File: config.mk
export PLATFORM = sky130hd
export DESIGN_NAME = trigger_monitor_flat
export DESIGN_NICKNAME = d
export VERILOG_FILES = /design/src/rtl/trigger_pkg.sv /design/src/rtl/trigger_monitor_if.sv /design/src/rtl/trig_sync.sv /design/src/rtl/trigger_monitor.sv /design/src/flat_wrapper.sv
export SDC_FILE = /design/constraint.sdc
export NUM_CORES = 1
export LEC_CHECK = 0
export BUFFER_PORTS_ARGS = -buffer_cell sky130_fd_sc_hd__buf_4
export CAP_MARGIN = 20
export CORE_ASPECT_RATIO = 2
export CORE_MARGIN = 1
export CORE_UTILIZATION = 51
export CTS_BUF_LIST = sky130_fd_sc_hd__clkbuf_4 sky130_fd_sc_hd__clkbuf_8
export CTS_CLUSTER_DIAMETER = 200
export CTS_CLUSTER_SIZE = 25
export DETAILED_ROUTE_END_ITERATION = 16
export GPL_TIMING_DRIVEN = 0
export PLACE_DENSITY_LB_ADDON = 0.05
export SLEW_MARGIN = 25
export SYNTH_ARGS = -nofsm -noshare
export SYNTH_HDL_FRONTEND = slang
export SYNTH_SLANG_ARGS = --single-unit
File: constraint.sdc
create_clock -name clk -period 6.1 [get_ports clk]
set_clock_uncertainty 0.05 [all_clocks]
set_input_delay 1.22 -clock clk [delete_from_list [all_inputs] [get_ports clk]]
set_output_delay 1.22 -clock clk [all_outputs]
set_load 0.02 [all_outputs]
File: src/rtl/trigger_pkg.sv
// Shared definitions for the trigger link: monitor state encoding and the
// nominal toggle count per burst (also used by the generator side).
package trigger_pkg;

    typedef enum logic [1:0] {
        IDLE   = 2'd0,
        ACTIVE = 2'd1,
        DONE   = 2'd2
    } state_e;

    localparam int EXPECTED_DEFAULT = 200;

endpackage

File: src/rtl/trigger_monitor_if.sv
// Trigger link bundle: incoming toggle bus and clear, plus burst status back.
interface trigger_monitor_if #(
    parameter int CNT_W = 10
);
    logic [2:0]       trig_in;
    logic             clear;
    logic             busy;
    logic             burst_done;
    logic [CNT_W-1:0] pulse_count;
    logic             burst_ok;
    logic             lane_err;
    logic             overflow;

    modport master (
        output trig_in, clear,
        input  busy, burst_done, pulse_count, burst_ok, lane_err, overflow
    );

    modport slave (
        input  trig_in, clear,
        output busy, burst_done, pulse_count, burst_ok, lane_err, overflow
    );
endinterface

File: src/rtl/trig_sync.sv
// 3-lane two-flop synchronizer with a history stage; lane 0 defines toggle events.
module trig_sync (
    input  logic       clk,
    input  logic       reset,
    input  logic [2:0] trig_i,
    output logic [2:0] sync_o,
    output logic       evt_o,
    output logic       lane_diff_o
);
    logic [2:0] meta_q;
    logic [2:0] sync_q;
    logic [2:0] hist_q;

    always_ff @(posedge clk) begin
        if (reset) begin
            meta_q <= '0;
            sync_q <= '0;
            hist_q <= '0;
        end else begin
            meta_q <= trig_i;
            sync_q <= meta_q;
            hist_q <= sync_q;
        end
    end

    assign sync_o      = sync_q;
    assign evt_o       = sync_q[0] ^ hist_q[0];
    assign lane_diff_o = (sync_q != {3{sync_q[0]}});
endmodule

File: src/rtl/trigger_monitor.sv
// Receive side of the trigger link: counts lane-0 toggles per burst, ends a
// burst after an idle timeout and reports count, pass/fail and lane errors.
module trigger_monitor
    import trigger_pkg::*;
#(
    parameter int CNT_W    = 10,
    parameter int EXPECTED = EXPECTED_DEFAULT,
    parameter int TIMEOUT  = 5_000_000,
    parameter int TO_W     = 23
) (
    input  logic              clk,
    input  logic              reset,
    trigger_monitor_if.slave  bus
);
    localparam logic [CNT_W-1:0] CNT_MAX = '1;
    localparam logic [TO_W-1:0]  TO_LAST = TO_W'(TIMEOUT - 1);

    logic [2:0]       sync_bus;
    logic             evt;
    logic             lane_diff;

    state_e           state_q;
    logic [TO_W-1:0]  idle_q, idle_d;
    logic [CNT_W-1:0] cnt_q, cnt_d;
    logic [1:0]       diff_pat_q, diff_pat_d;
    logic             busy_q, done_q, ok_q, lerr_q, ovf_q;
    logic             lerr_d, ovf_d;

    trig_sync u_sync (
        .clk         (clk),
        .reset       (reset),
        .trig_i      (bus.trig_in),
        .sync_o      (sync_bus),
        .evt_o       (evt),
        .lane_diff_o (lane_diff)
    );

    // A lane error needs the same lanes out of step on two consecutive
    // cycles, so a one-cycle skew through the synchronizer is tolerated.
    always_comb begin
        diff_pat_d = sync_bus[2:1] ^ {2{sync_bus[0]}};
        lerr_d     = lerr_q | (lane_diff && (diff_pat_d == diff_pat_q));
        idle_d     = idle_q + TO_W'(1);
        cnt_d      = cnt_q;
        ovf_d      = ovf_q;
        if (cnt_q == CNT_MAX) begin
            ovf_d = 1'b1;
        end else begin
            cnt_d = cnt_q + CNT_W'(1);
        end
    end

    always_ff @(posedge clk) begin
        if (reset) begin
            state_q    <= IDLE;
            idle_q     <= '0;
            cnt_q      <= '0;
            diff_pat_q <= '0;
            busy_q     <= 1'b0;
            done_q     <= 1'b0;
            ok_q       <= 1'b0;
            lerr_q     <= 1'b0;
            ovf_q      <= 1'b0;
        end else begin
            diff_pat_q <= diff_pat_d;
            done_q     <= 1'b0;
            case (state_q)
                IDLE, DONE: begin
                    if (evt) begin
                        state_q <= ACTIVE;
                        busy_q  <= 1'b1;
                        cnt_q   <= CNT_W'(1);
                        idle_q  <= '0;
                        lerr_q  <= 1'b0;
                        ovf_q   <= 1'b0;
                        ok_q    <= 1'b0;
                    end else if (state_q == DONE && bus.clear) begin
                        state_q <= IDLE;
                        ok_q    <= 1'b0;
                    end
                end
                ACTIVE: begin
                    lerr_q <= lerr_d;
                    if (evt) begin
                        cnt_q  <= cnt_d;
                        ovf_q  <= ovf_d;
                        idle_q <= '0;
                    end else if (idle_q == TO_LAST) begin
                        state_q <= DONE;
                        busy_q  <= 1'b0;
                        done_q  <= 1'b1;
                        ok_q    <= (int'(cnt_q) == EXPECTED) && !lerr_d && !ovf_q;
                    end else begin
                        idle_q <= idle_d;
                    end
                end
                default: state_q <= IDLE;
            endcase
        end
    end

    assign bus.busy        = busy_q;
    assign bus.burst_done  = done_q;
    assign bus.pulse_count = cnt_q;
    assign bus.burst_ok    = ok_q;
    assign bus.lane_err    = lerr_q;
    assign bus.overflow    = ovf_q;
endmodule

File: src/flat_wrapper.sv
// flat-port wrapper written by rule: the top's interface ports become plain ports
module trigger_monitor_flat import trigger_pkg::*;
#(
    parameter int CNT_W    = 10,
    parameter int EXPECTED = EXPECTED_DEFAULT,
    parameter int TIMEOUT  = 5_000_000,
    parameter int TO_W     = 23
)
  (clk, reset, bus_trig_in, bus_clear, bus_busy, bus_burst_done, bus_pulse_count, bus_burst_ok, bus_lane_err, bus_overflow);
  trigger_monitor_if #(.CNT_W(CNT_W)) bus_i ();
  input  logic clk;
  input  logic reset;
  input wire logic [$bits(bus_i.trig_in)-1:0] bus_trig_in;
  input wire logic [$bits(bus_i.clear)-1:0] bus_clear;
  output wire logic [$bits(bus_i.busy)-1:0] bus_busy;
  output wire logic [$bits(bus_i.burst_done)-1:0] bus_burst_done;
  output wire logic [$bits(bus_i.pulse_count)-1:0] bus_pulse_count;
  output wire logic [$bits(bus_i.burst_ok)-1:0] bus_burst_ok;
  output wire logic [$bits(bus_i.lane_err)-1:0] bus_lane_err;
  output wire logic [$bits(bus_i.overflow)-1:0] bus_overflow;
  assign bus_i.trig_in = bus_trig_in;
  assign bus_i.clear = bus_clear;
  assign bus_busy = bus_i.busy;
  assign bus_burst_done = bus_i.burst_done;
  assign bus_pulse_count = bus_i.pulse_count;
  assign bus_burst_ok = bus_i.burst_ok;
  assign bus_lane_err = bus_i.lane_err;
  assign bus_overflow = bus_i.overflow;
  trigger_monitor #(.CNT_W(CNT_W), .EXPECTED(EXPECTED), .TIMEOUT(TIMEOUT), .TO_W(TO_W)) u_core (.clk(clk), .reset(reset), .bus(bus_i));
endmodule
==> run metrics <==
status=complete, no violations; first-pass GRT wire length=10.1 mm; final instance area=2810 µm²; Final period util=44.5%; Hold Path Class=reg2reg; Initial DRT Pass Iterations=4; initial antenna violation count=0; largest net degree at the start of global routing=15; most frequent cells in the layout=dfxtp_1 (49), nor2_1 (29), buf_4 (20), a21oi_1 (19), nand2_1 (18); total power=623 µW; multi-input logic area=1410 µm²; cell count after synthesis=292; area post-placement=2690 µm²; met2 wire len=3.41 mm; critical path class=in2reg; final hold viol count=0; drt wl/cell=16.5 µm; Final Core Density=60.6%; # fillers=460; clock tree buffer depth=2; RSZ-0062 raised after global routing=false; Peak VDD IR=172 µV; Num Clock Sinks=49; crit start category=input port; Synth Cell Area=2470 µm²; # port buffers=20; Root Buffer=clkbuf_8; worst skew pair latency=0.30 ns; core area=4640 µm²; # rows=35; Hold Buf Count CTS=0; Highest Clock Rate=0.368 GHz; routability congestion estimate=0.850; die width=51.2 µm; ys flop type=dfxtp_1; clock transition at the registers of the reported paths=0.10 ns; CP Data Arrival Time=2.92 ns; leakage power=0.952 nW; First DRT Iteration DRCs=40; gr usage total=26.1%; DR top layer=met4; Final Max Tran Viols=0; CTS buffer count=5; CP required=6.31 ns; FFs w/ async S/R, synth=0%; via count=2,284; post-synth cell types=57; vias per cell=6.09; Worst Max-Slew Pin Slew=0.689 ns; setup violators final=0; post-CTS setup buffer count=0; CTS tree=yes; Synth Net Count=301; sequential share of the synthesized area=39.7%; vias in the first global route=2,187; WL final=6.19 mm; Syn-to-layout area delta=13.7%; Synth Area per Inst=8.47 µm²; power per cell area=221 nW/µm²; Hold WS=0.390 ns; antenna-violating nets left=0; Congestion Overflow GR=0; CP endpoint kind=register; layout cell share with drive strength beyond 1=12.5%; CP max FO=6; Final Net Count=328; Slew HR=53.7%; post-CTS sizing=0; minimum clock period=2.72 ns; Initial Util=53.3%; commonest non-fill, non-tap cell in the layout=dfxtp_1; Post-synth EDFFs=0; Yosys warnings=0; I/O pin cnt=21; number of remaining DRC errors=0; Die Height=100 µm; sequential cell area=981 µm²; diode count=0; DP Wirelength=4.72 mm; DIE AREA=5150 µm²; Seq cells post-synth=49; Max Cap Viol=0; H-tree depth=2; setup_tns=0 ns; WL met1=2.33 mm; metal3 WL=161 µm
-- worst max-delay path, cell delays in order --
cell and delay (ns):
buf_4 0.13, nor3b_1 0.52, nand2_1 0.25, a21oi_1 0.43
nor3b_1 0.24, a211o_1 0.12
-- per-stage QoR --
step | cells | worst slack, ns
2_1_floorplan | 292 | 3.76
3_3_place_gp | 367 | 3.18
3_5_place_dp | 367 | 3.06
4_1_cts | 375 | 3.38
5_1_grt | 375 | 3.26
6_report | 375 | 3.38
-- logic make-up (layout without fill, tap and decap cells) --
| logic type | Yosys count | after routing | share of synthesized area [%] |
|---|---|---|---|
| xor gates and xnor gates | 15 | 15 | 5.31 |
| buffers and inverters | 21 | 49 | 3.34 |
| and+or+nand+nor | 132 | 132 | 30.7 |
| AOI/OAI and AO/OA | 69 | 69 | 18.2 |
| DFF | 49 | 49 | 39.7 |
| adders and majority gates | 3 | 3 | 1.52 |
| muxes | 3 | 3 | 1.32 |
-- state kept, by name, summed over array words and instances (netlist names) --
register	cells
u_core.bus.burst_done	1
u_core.state_q	2
u_core.bus.busy	1
u_core.bus.overflow	1
u_core.bus.burst_ok	1
u_core.diff_pat_q	2
u_core.u_sync.hist_q	1
u_core.bus.lane_err	1
u_core.u_sync.sync_o	3
u_core.idle_q	23
u_core.u_sync.meta_q	3
u_core.bus.pulse_count	10
-- routing by layer --
metal / up-vias / global-route usage, %
met5: - / 0
met4: 0 / 15.4
met3: 22 / 3.32
met2: 49 / 50.0
met1: 1081 / 25.2
li1: 1132 / -
-- path summary, 6_finish.rpt --
path / slack (ns) / end / cells after the start / from
worst max-delay path: 3.38 / u_core.idle_q[22] / 6 / reset
worst min-delay path: 0.39 / u_core.u_sync.sync_o[0] / 1 / u_core.u_sync.meta_q[0]
worst min register to register: 0.39 / u_core.u_sync.sync_o[0] / 1 / u_core.u_sync.meta_q[0]
worst max register to register: 3.53 / u_core.idle_q[1] / 6 / u_core.idle_q[0]
-- cells in the mapped netlist, types with 5 or more instances --
cell type | number | area share, %
nand2_1 | 18 | 2.7
a31oi_1 | 5 | 1.3
xnor2_1 | 11 | 3.9
o21ai_0 | 12 | 2.4
inv_1 | 6 | 0.91
nand3_1 | 12 | 2.4
nand2b_1 | 6 | 1.5
nor3_1 | 6 | 1.2
clkbuf_1 | 11 | 1.7
nand4b_1 | 6 | 2.1
nor2_1 | 29 | 4.4
and3_1 | 5 | 1.3
a21oi_1 | 19 | 3.8
dfxtp_1 | 49 | 40
nand4_1 | 11 | 2.8
nor2b_1 | 10 | 2.5
-- area by class of cell --
class / count / share of cell area (%)
plain buffers: 15 / 2.14
well taps: 55 / 2.45
inverters: 6 / 0.801
repair buffers: 20 / 5.34
clock inverters: 1 / 1.07
clock buffers: 7 / 3.20
flip-flops and latches: 49 / 34.9
multi-input cells: 222 / 50.1
-- power by group --
part / total (mW) / internal, mW / switching (mW) / leakage (nW)
clock: 0.246 / 0.138 / 0.108 / 0.0619
combinational: 0.0490 / 0.0159 / 0.0331 / 0.493
sequential: 0.328 / 0.324 / 0.00358 / 0.397
total: 0.623 / 0.479 / 0.144 / 0.952
(Power assumes the default switching activity.)
